File: src/rtl/label_bitmap_packer.sv
// Repacks the 8-bit label map into a 1-bit-per-pixel bitmap, MSB = leftmost pixel,
// optionally isolating a single label, and counts the pixels it sets.
module label_bitmap_packer #(
    parameter int IMG_W = 32,
    parameter int IMG_H = 32,
    parameter int LBL_W = 8,
    localparam int NPIX = IMG_W * IMG_H,
    localparam int AW = $clog2(NPIX),
    localparam int BW = $clog2(NPIX / 8),
    localparam int CW = $clog2(NPIX + 1)
) (
    input  logic             clk,
    input  logic             reset,
    input  logic             start,
    input  logic [LBL_W-1:0] sel_label,
    output logic [AW-1:0]    sram_a,
    input  logic [LBL_W-1:0] sram_q,
    output logic [BW-1:0]    bmp_a,
    output logic [7:0]       bmp_d,
    output logic             bmp_wen,
    output logic             busy,
    output logic             finish,
    output logic [CW-1:0]    pix_count
);

    typedef enum logic [1:0] {IDLE, READ, DRAIN, DONE} state_t;

    localparam logic [AW-1:0] LAST_A = AW'(NPIX - 1);
    localparam logic [BW-1:0] LAST_B = BW'(NPIX / 8 - 1);

    state_t           state;
    state_t           state_nxt;
    logic [LBL_W-1:0] sel_q;
    logic             rd_vld;
    logic [2:0]       px;
    logic [BW-1:0]    bcnt;
    logic [6:0]       shreg;
    logic             pix_bit;
    logic [7:0]       nxt_byte;
    logic             accept;

    function automatic logic [3:0] ones(input logic [7:0] b);
        logic [3:0] n;
        n = '0;
        for (int i = 0; i < 8; i++) n = n + {3'b000, b[i]};
        return n;
    endfunction

    always_ff @(posedge clk) begin
        if (!reset) state <= IDLE;
        else        state <= state_nxt;
    end

    always_comb begin
        state_nxt = state;
        unique case (state)
            IDLE:  if (start) state_nxt = READ;
            READ:  if (sram_a == LAST_A) state_nxt = DRAIN;
            DRAIN: if (!bmp_wen && bmp_a == LAST_B) state_nxt = DONE;
            DONE:  if (start) state_nxt = READ;
        endcase
    end

    always_comb begin
        busy   = (state == READ) || (state == DRAIN);
        finish = (state == DONE);
        accept = start && ((state == IDLE) || (state == DONE));
    end

    // sel_q == 0 means "any foreground label"
    assign pix_bit  = (sel_q == '0) ? (sram_q != '0) : (sram_q == sel_q);
    assign nxt_byte = {shreg, pix_bit};

    always_ff @(posedge clk) begin
        if (!reset) begin
            sram_a    <= '0;
            bmp_a     <= '0;
            bmp_d     <= '0;
            bmp_wen   <= 1'b1;
            pix_count <= '0;
            sel_q     <= '0;
            rd_vld    <= 1'b0;
            px        <= '0;
            bcnt      <= '0;
            shreg     <= '0;
        end else begin
            bmp_wen <= 1'b1;
            rd_vld  <= (state == READ);
            if (accept) begin
                sram_a    <= '0;
                sel_q     <= sel_label;
                pix_count <= '0;
                px        <= '0;
                bcnt      <= '0;
                shreg     <= '0;
            end else begin
                if (state == READ && sram_a != LAST_A)
                    sram_a <= sram_a + AW'(1);
                // rd_vld marks that sram_q carries last cycle's read
                if (rd_vld) begin
                    shreg <= nxt_byte[6:0];
                    px    <= px + 3'd1;
                    if (px == 3'd7) begin
                        bmp_wen   <= 1'b0;
                        bmp_a     <= bcnt;
                        bmp_d     <= nxt_byte;
                        bcnt      <= bcnt + BW'(1);
                        pix_count <= pix_count + CW'(ones(nxt_byte));
                    end
                end
            end
        end
    end

endmodule
File: config.mk
export PLATFORM = sky130hd
export DESIGN_NAME = label_bitmap_packer
export DESIGN_NICKNAME = d
export VERILOG_FILES = /design/src/rtl/label_bitmap_packer.sv
export SDC_FILE = /design/constraint.sdc
export NUM_CORES = 1
export LEC_CHECK = 0
export ABC_AREA = 1
export CAP_MARGIN = 10
export CORE_UTILIZATION = 50
export DETAILED_ROUTE_END_ITERATION = 12
export GPL_TIMING_DRIVEN = 0
export PLACE_DENSITY = 0.77
export REMOVE_ABC_BUFFERS = 1
export SLEW_MARGIN = 20
export SYNTH_ARGS = -nofsm -noshare
export SYNTH_HDL_FRONTEND = slang
export SYNTH_SLANG_ARGS = --single-unit
File: constraint.sdc
create_clock -name clk -period 4.85 [get_ports clk]
set_clock_uncertainty 0.05 [all_clocks]
set_input_delay 1.455 -clock clk [delete_from_list [all_inputs] [get_ports clk]]
set_output_delay 1.455 -clock clk [all_outputs]
set_load 0.05 [all_outputs]
After elaboration in Yosys (flattened, before gate mapping)
Index checks and enable logic that the tools add are counted.
W data, S select, Z words.
{"block": "word_totals", "output_inout_bits": 39, "register_bits": 65, "in_bits": 19, "word_cells": 57}
{"block": "classes", "n_addsub": 11, "reduce_logical": 15, "muxes": 6, "n_eq_ne": 11, "bitwise": 3}
{"op": "$add A4 B1 Y4", "n": 4}
{"op": "$add A11 B4 Y11", "n": 1}
{"op": "$add A10 B1 Y10 const B", "n": 1}
{"op": "$eq A10 B10 Y1 const B", "n": 1}
{"op": "$ne A10 B10 Y1 const B", "n": 1}
{"op": "$eq A8 B8 Y1", "n": 1}
{"op": "$logic_not A8 Y1", "n": 1}
{"op": "$reduce_bool A8 Y1", "n": 1}
{"op": "$add A7 B1 Y7 const B", "n": 1}
{"op": "$eq A7 B7 Y1 const B", "n": 1}
{"op": "$mux W2", "n": 3}
{"op": "$pmux W2 S3", "n": 1}
{"op": "$reduce_and A3 Y1", "n": 2}
{"op": "$add A3 B1 Y4", "n": 1}
{"op": "$eq A2 B2 Y1 const B", "n": 2}
{"op": "$ne A2 B2 Y1 const B", "n": 2}
{"op": "$reduce_or A2 Y1", "n": 2}
{"op": "$add A2 B1 Y3", "n": 1}
{"op": "$add A3 B1 Y3 const B", "n": 1}
{"op": "$eq A3 B3 Y1 const B", "n": 1}
{"op": "$logic_and A1 B1 Y1", "n": 3}
{"op": "$not A1 Y1", "n": 3}
{"op": "$reduce_or A3 Y1", "n": 1}
{"op": "$add A1 B1 Y2", "n": 1}
{"op": "other kinds (7)", "n": 9}

Logic depth before layout (Yosys ltp)
{"block": "logic_depth", "depth_word": 10, "ltp_mapped": 19, "ltp_nobuf": 19}

Least setup slack after synthesis
OpenSTA, ideal clock, no wires.
{"block": "synth_path", "path_type": "in2reg", "from": "input port sram_q[7]", "to": "register pix_count[10]", "required_time_ps": 4686, "setup_time_ps": 114, "path_stages": 19, "arrival_ps": 4103, "setup_slack_ps": 583, "n_path_buf": 0, "cell_sequence": "inv_1 -> nand2_1 -> nand2_1 -> nand2_1 -> nor2_1 -> nand3_1 -> and2_1 -> fa_1 -> fa_1 -> fa_1 -> inv_1 -> fa_1 -> nand3_1 -> nand2_1 -> nand4_1 -> nor2_1 -> nand2_1 -> nand2_1 -> nor2_1"}
{"block": "synth_between", "elab_chain_cells": 10, "elab_cells_between_ends": 11, "classes_between": "8 x add/sub; 1 x eq/ne; 1 x mux; 1 x reduce/logical"}
{"item": "from (decl)", "line": "17", "rtl": "input logic [LBL_W-1:0] sram_q,"}
{"item": "$eq A8 B8 Y1 / $reduce_bool A8 Y1 (equally long branches)", "line": "71", "rtl": "assign pix_bit = (sel_q == '0) ? (sram_q != '0) : (sram_q == sel_q);"}
{"item": "$mux W1 *", "line": "71"}
{"item": "$add A1 B1 Y2 *", "line": "45", "rtl": "for (int i = 0; i < 8; i++) n = n + {3'b000, b[i]};"}
{"item": "$add A2 B1 Y3 *", "line": "45"}
{"item": "$add A3 B1 Y4 *", "line": "45"}
{"item": "$add A4 B1 Y4 * (4 in a row)", "line": "45"}
{"item": "$add A11 B4 Y11 *", "line": "108", "rtl": "pix_count <= pix_count + CW'(ones(nxt_byte));"}
{"item": "to (signal assigned)", "line": "108"}
{"item": "to (decl)", "line": "23", "rtl": "output logic [CW-1:0] pix_count"}
Mark *: on every way between the ends. The rest lies on a longest branch, timed or not.
A chain may end at the register's enable or synchronous reset.

Final worst setup path
{"block": "layout_path", "from": "input port sram_q[4]", "to": "register pix_count[10]"}
Same word-level chain as after synthesis.

==> run summary <==
Status = finished clean
Synth unique cells = 28
Final Wtd Congestion = 0.8612
Routed via count = 2,853
Share of the synthesized area in the top cell type = 0.4135
Vias in the first global route = 2,643
Final hold vios = 0
Per-cell routed wire length = 11.84 µm
Netlist Area Pre-Place = 0.003147 mm²
Die area = 0.006615 mm²
Register area share after synthesis = 0.4135
Initial Util = 0.5253
Initial antenna violation count = 0
Root buf cell = clkbuf_8
WL final = 6.736 mm
Critical setup path kind = input port to flip-flop
Final WS setup = 194.8 ps
Worst Tran Pin Value = 910.7 ps
Top post-synthesis cells by area = dfxtp_1 41%, nand2_1 11%, nor2_1 7.2%
CORE AREA = 0.005991 mm²
CTS tree = built
Share of total power in sequential cells = 0.405
Post-synthesis compound-gate area fraction = 0.1280
Clock Power Share = 0.336
Postcts setup bufs = 0
Mux cell area share after synthesis = 0
Die H = 81.33 µm
Crit share post-route = 0.9598
Sink Count = 65
Pin count of the biggest net entering global routing = 31
CP arrival = 4840 ps
Port Buffers = 57
Max_cap viols = 0
Max Slew Vio Count = 0
CP max FO = 3
Setup Viol. Count Final = 0
DR vias/cell = 5.014
Hold Slack = 414.6 ps
Post-placement cell count = 553
Combinational group share of total power = 0.259
Pre-CTS WS = -177.6 ps
TritonRoute pass-1 iters = 4
XOR/XNOR Fraction of Synth Area = 0.03340
Most frequent cells in the layout = 93 x nand2_1, 65 x dfxtp_1, 58 x nor2_1
Peak supply drop = 0.0002869 V
Htree depth = 3
YS warnings = 0
DP Area = 0.003749 mm²
# rows = 28
Adder-Cell Fraction of Synth Area = 0.08748
Largest area contributor in the netlist = dfxtp_1
Layout cell share with drive strength beyond 1 = 0.06275
Cell area power density = 381.3 mW/mm²
Leakage = 1.616 nW
Initial DRC Count = 162
Layout area overhead = 26.64%
Relative slew slack = 0.3922
Mean Syn Cell Area = 7.251 µm²
Finished Layout Cells = 569
DIE WIDTH = 81.33 µm
Post-layout minimum cycle time = 4655 ps
IO Pins = 58
CTS buffer count = 9
Hold Path Class = flip-flop to flip-flop
DRC viols = 0
Nets = 527
Final HPWL DP = 4.767 mm
Net Sw Power = 0.5073 mW
FMAX = 214.8 MHz
Worst-skew pair later-pin latency = 340 ps
Synth Area in Simple Gates = 0.2501
Cell area after layout = 0.003985 mm²
Sw frac = 0.3338
# diodes = 0
All-Layer GR Usage = 0.2205
Global-route wire length before repair = 11.25 mm
Main combinational cell family by area after synthesis = simple AND/OR/NAND/NOR gates
Internal power = 1.012 mW
Worst EP required = 5030 ps
Critical Path End Type = flip-flop
Final setup TNS = 0 ps
Clock Tree Buf Depth = 2
Clk slew on worst S/H paths = 70 ps
Synth Register Bits = 65
Post-route ant nets = 0
RSZ-0062 raised after global routing = false
Commonest non-fill, non-tap cell in the layout = nand2_1
Total global routing overflow = 0
Setup crit start kind = input port
Post-Synthesis Cells = 434
==> path summary, 6_finish.rpt <==
path | start | end | slack (ps) | cells after the start
setup / recovery | sram_q[4] | pix_count[10] | 190 | 18
hold / removal | shreg[6] | shreg[6] | 410 | 2
setup reg to reg | sel_q[0] | pix_count[10] | 1430 | 17
hold reg to reg | shreg[6] | shreg[6] | 410 | 2
==> cells in the mapped netlist <==
library cell / number
nor3_2: 2
dfxtp_1: 65
a211oi_1: 1
ha_1: 14
o21ai_0: 33
and2_1: 1
clkbuf_1: 5
buf_2: 7
fa_1: 5
a21oi_1: 43
or2_1: 1
nand2_2: 2
nand4_1: 3
or2_2: 2
inv_1: 52
buf_6: 1
nor2_1: 60
xnor2_1: 5
and3_1: 1
xor2_1: 7
nand2_1: 93
clkinv_1: 1
inv_2: 3
nor2_2: 2
o21bai_1: 2
nand3_1: 17
nor3_1: 5
nand3b_1: 1
==> repair_timing <==
item	in CTS	in global routing
endpoints found under the hold margin	0	0
setup endpoints to repair	0	3
hold buffers	0	0
resized for setup	0	6
==> cells by family after synthesis <==
group / Yosys count
and+or+nand+nor: 190
buffers and inverters: 69
xor gates and xnor gates: 12
AOI/OAI and AO/OA: 79
DFF: 65
adders and majority gates: 19
==> registers in the layout, indices dropped and copies added (netlist names) <==
register	flops
bmp_wen	1
rd_vld	1
shreg	7
bmp_a	7
sram_a	10
bcnt	7
px	3
state	2
pix_count	11
sel_q	8
bmp_d	8
==> power by group through the flow <==
stage | combinational [mW] | sequential (mW) | clock [mW]
2_1_floorplan | 0.267 | 0.634 | 0
4_1_cts | 0.394 | 0.615 | 0.521
3_3_place_gp | 0.381 | 0.626 | 0
3_5_place_dp | 0.390 | 0.628 | 0
5_1_grt | 0.443 | 0.622 | 0.544
6_report | 0.394 | 0.615 | 0.510
==> area by class of cell <==
type                    instances  area, µm²
clock buffers                  12      145.1
clock inverters                 4      76.32
fillers                       517       2006
inverters                      56      210.2
multi-input cells             300       1588
flip-flops and latches         65       1301
well taps                      75      93.84
repair buffers                 57      570.5
==> worst max-delay path, stage by stage <==
cell	delay [ps]
clkdlybuf4s50_1	510
xnor2_1	120
nand2_1	60
nor2_1	120
nand3_2	100
and2_1	180
fa_1	510
fa_1	430
fa_1	390
inv_2	90
fa_2	220
nand3_1	80
nand2_1	140
nand4_1	140
nor2_2	130
nand2_1	60
nand2_1	50
nor2_1	40
==> stage by stage <==
step | utilization | power [mW]
final | 0.6652 | 1.520
after global routing | 0.6652 | 1.609
after CTS | 0.6627 | 1.530
after detailed placement | 0.6257 | 1.017
after global placement | 0.6253 | 1.007
after floorplan | - | 0.9011
==> routing by layer <==
| metal | GRT usage | routed length (µm) | vias to the layer above |
|---|---|---|---|
| met2 | 0.3650 | 3043 | 71 |
| li1 | - | - | 1485 |
| met4 | 0.09643 | 101 | 0 |
| met3 | 0.04157 | 343 | 12 |
| met1 | 0.2769 | 3248 | 1285 |
| met5 | 0 | 0 | - |
Power figures use the tool's default switching activity.
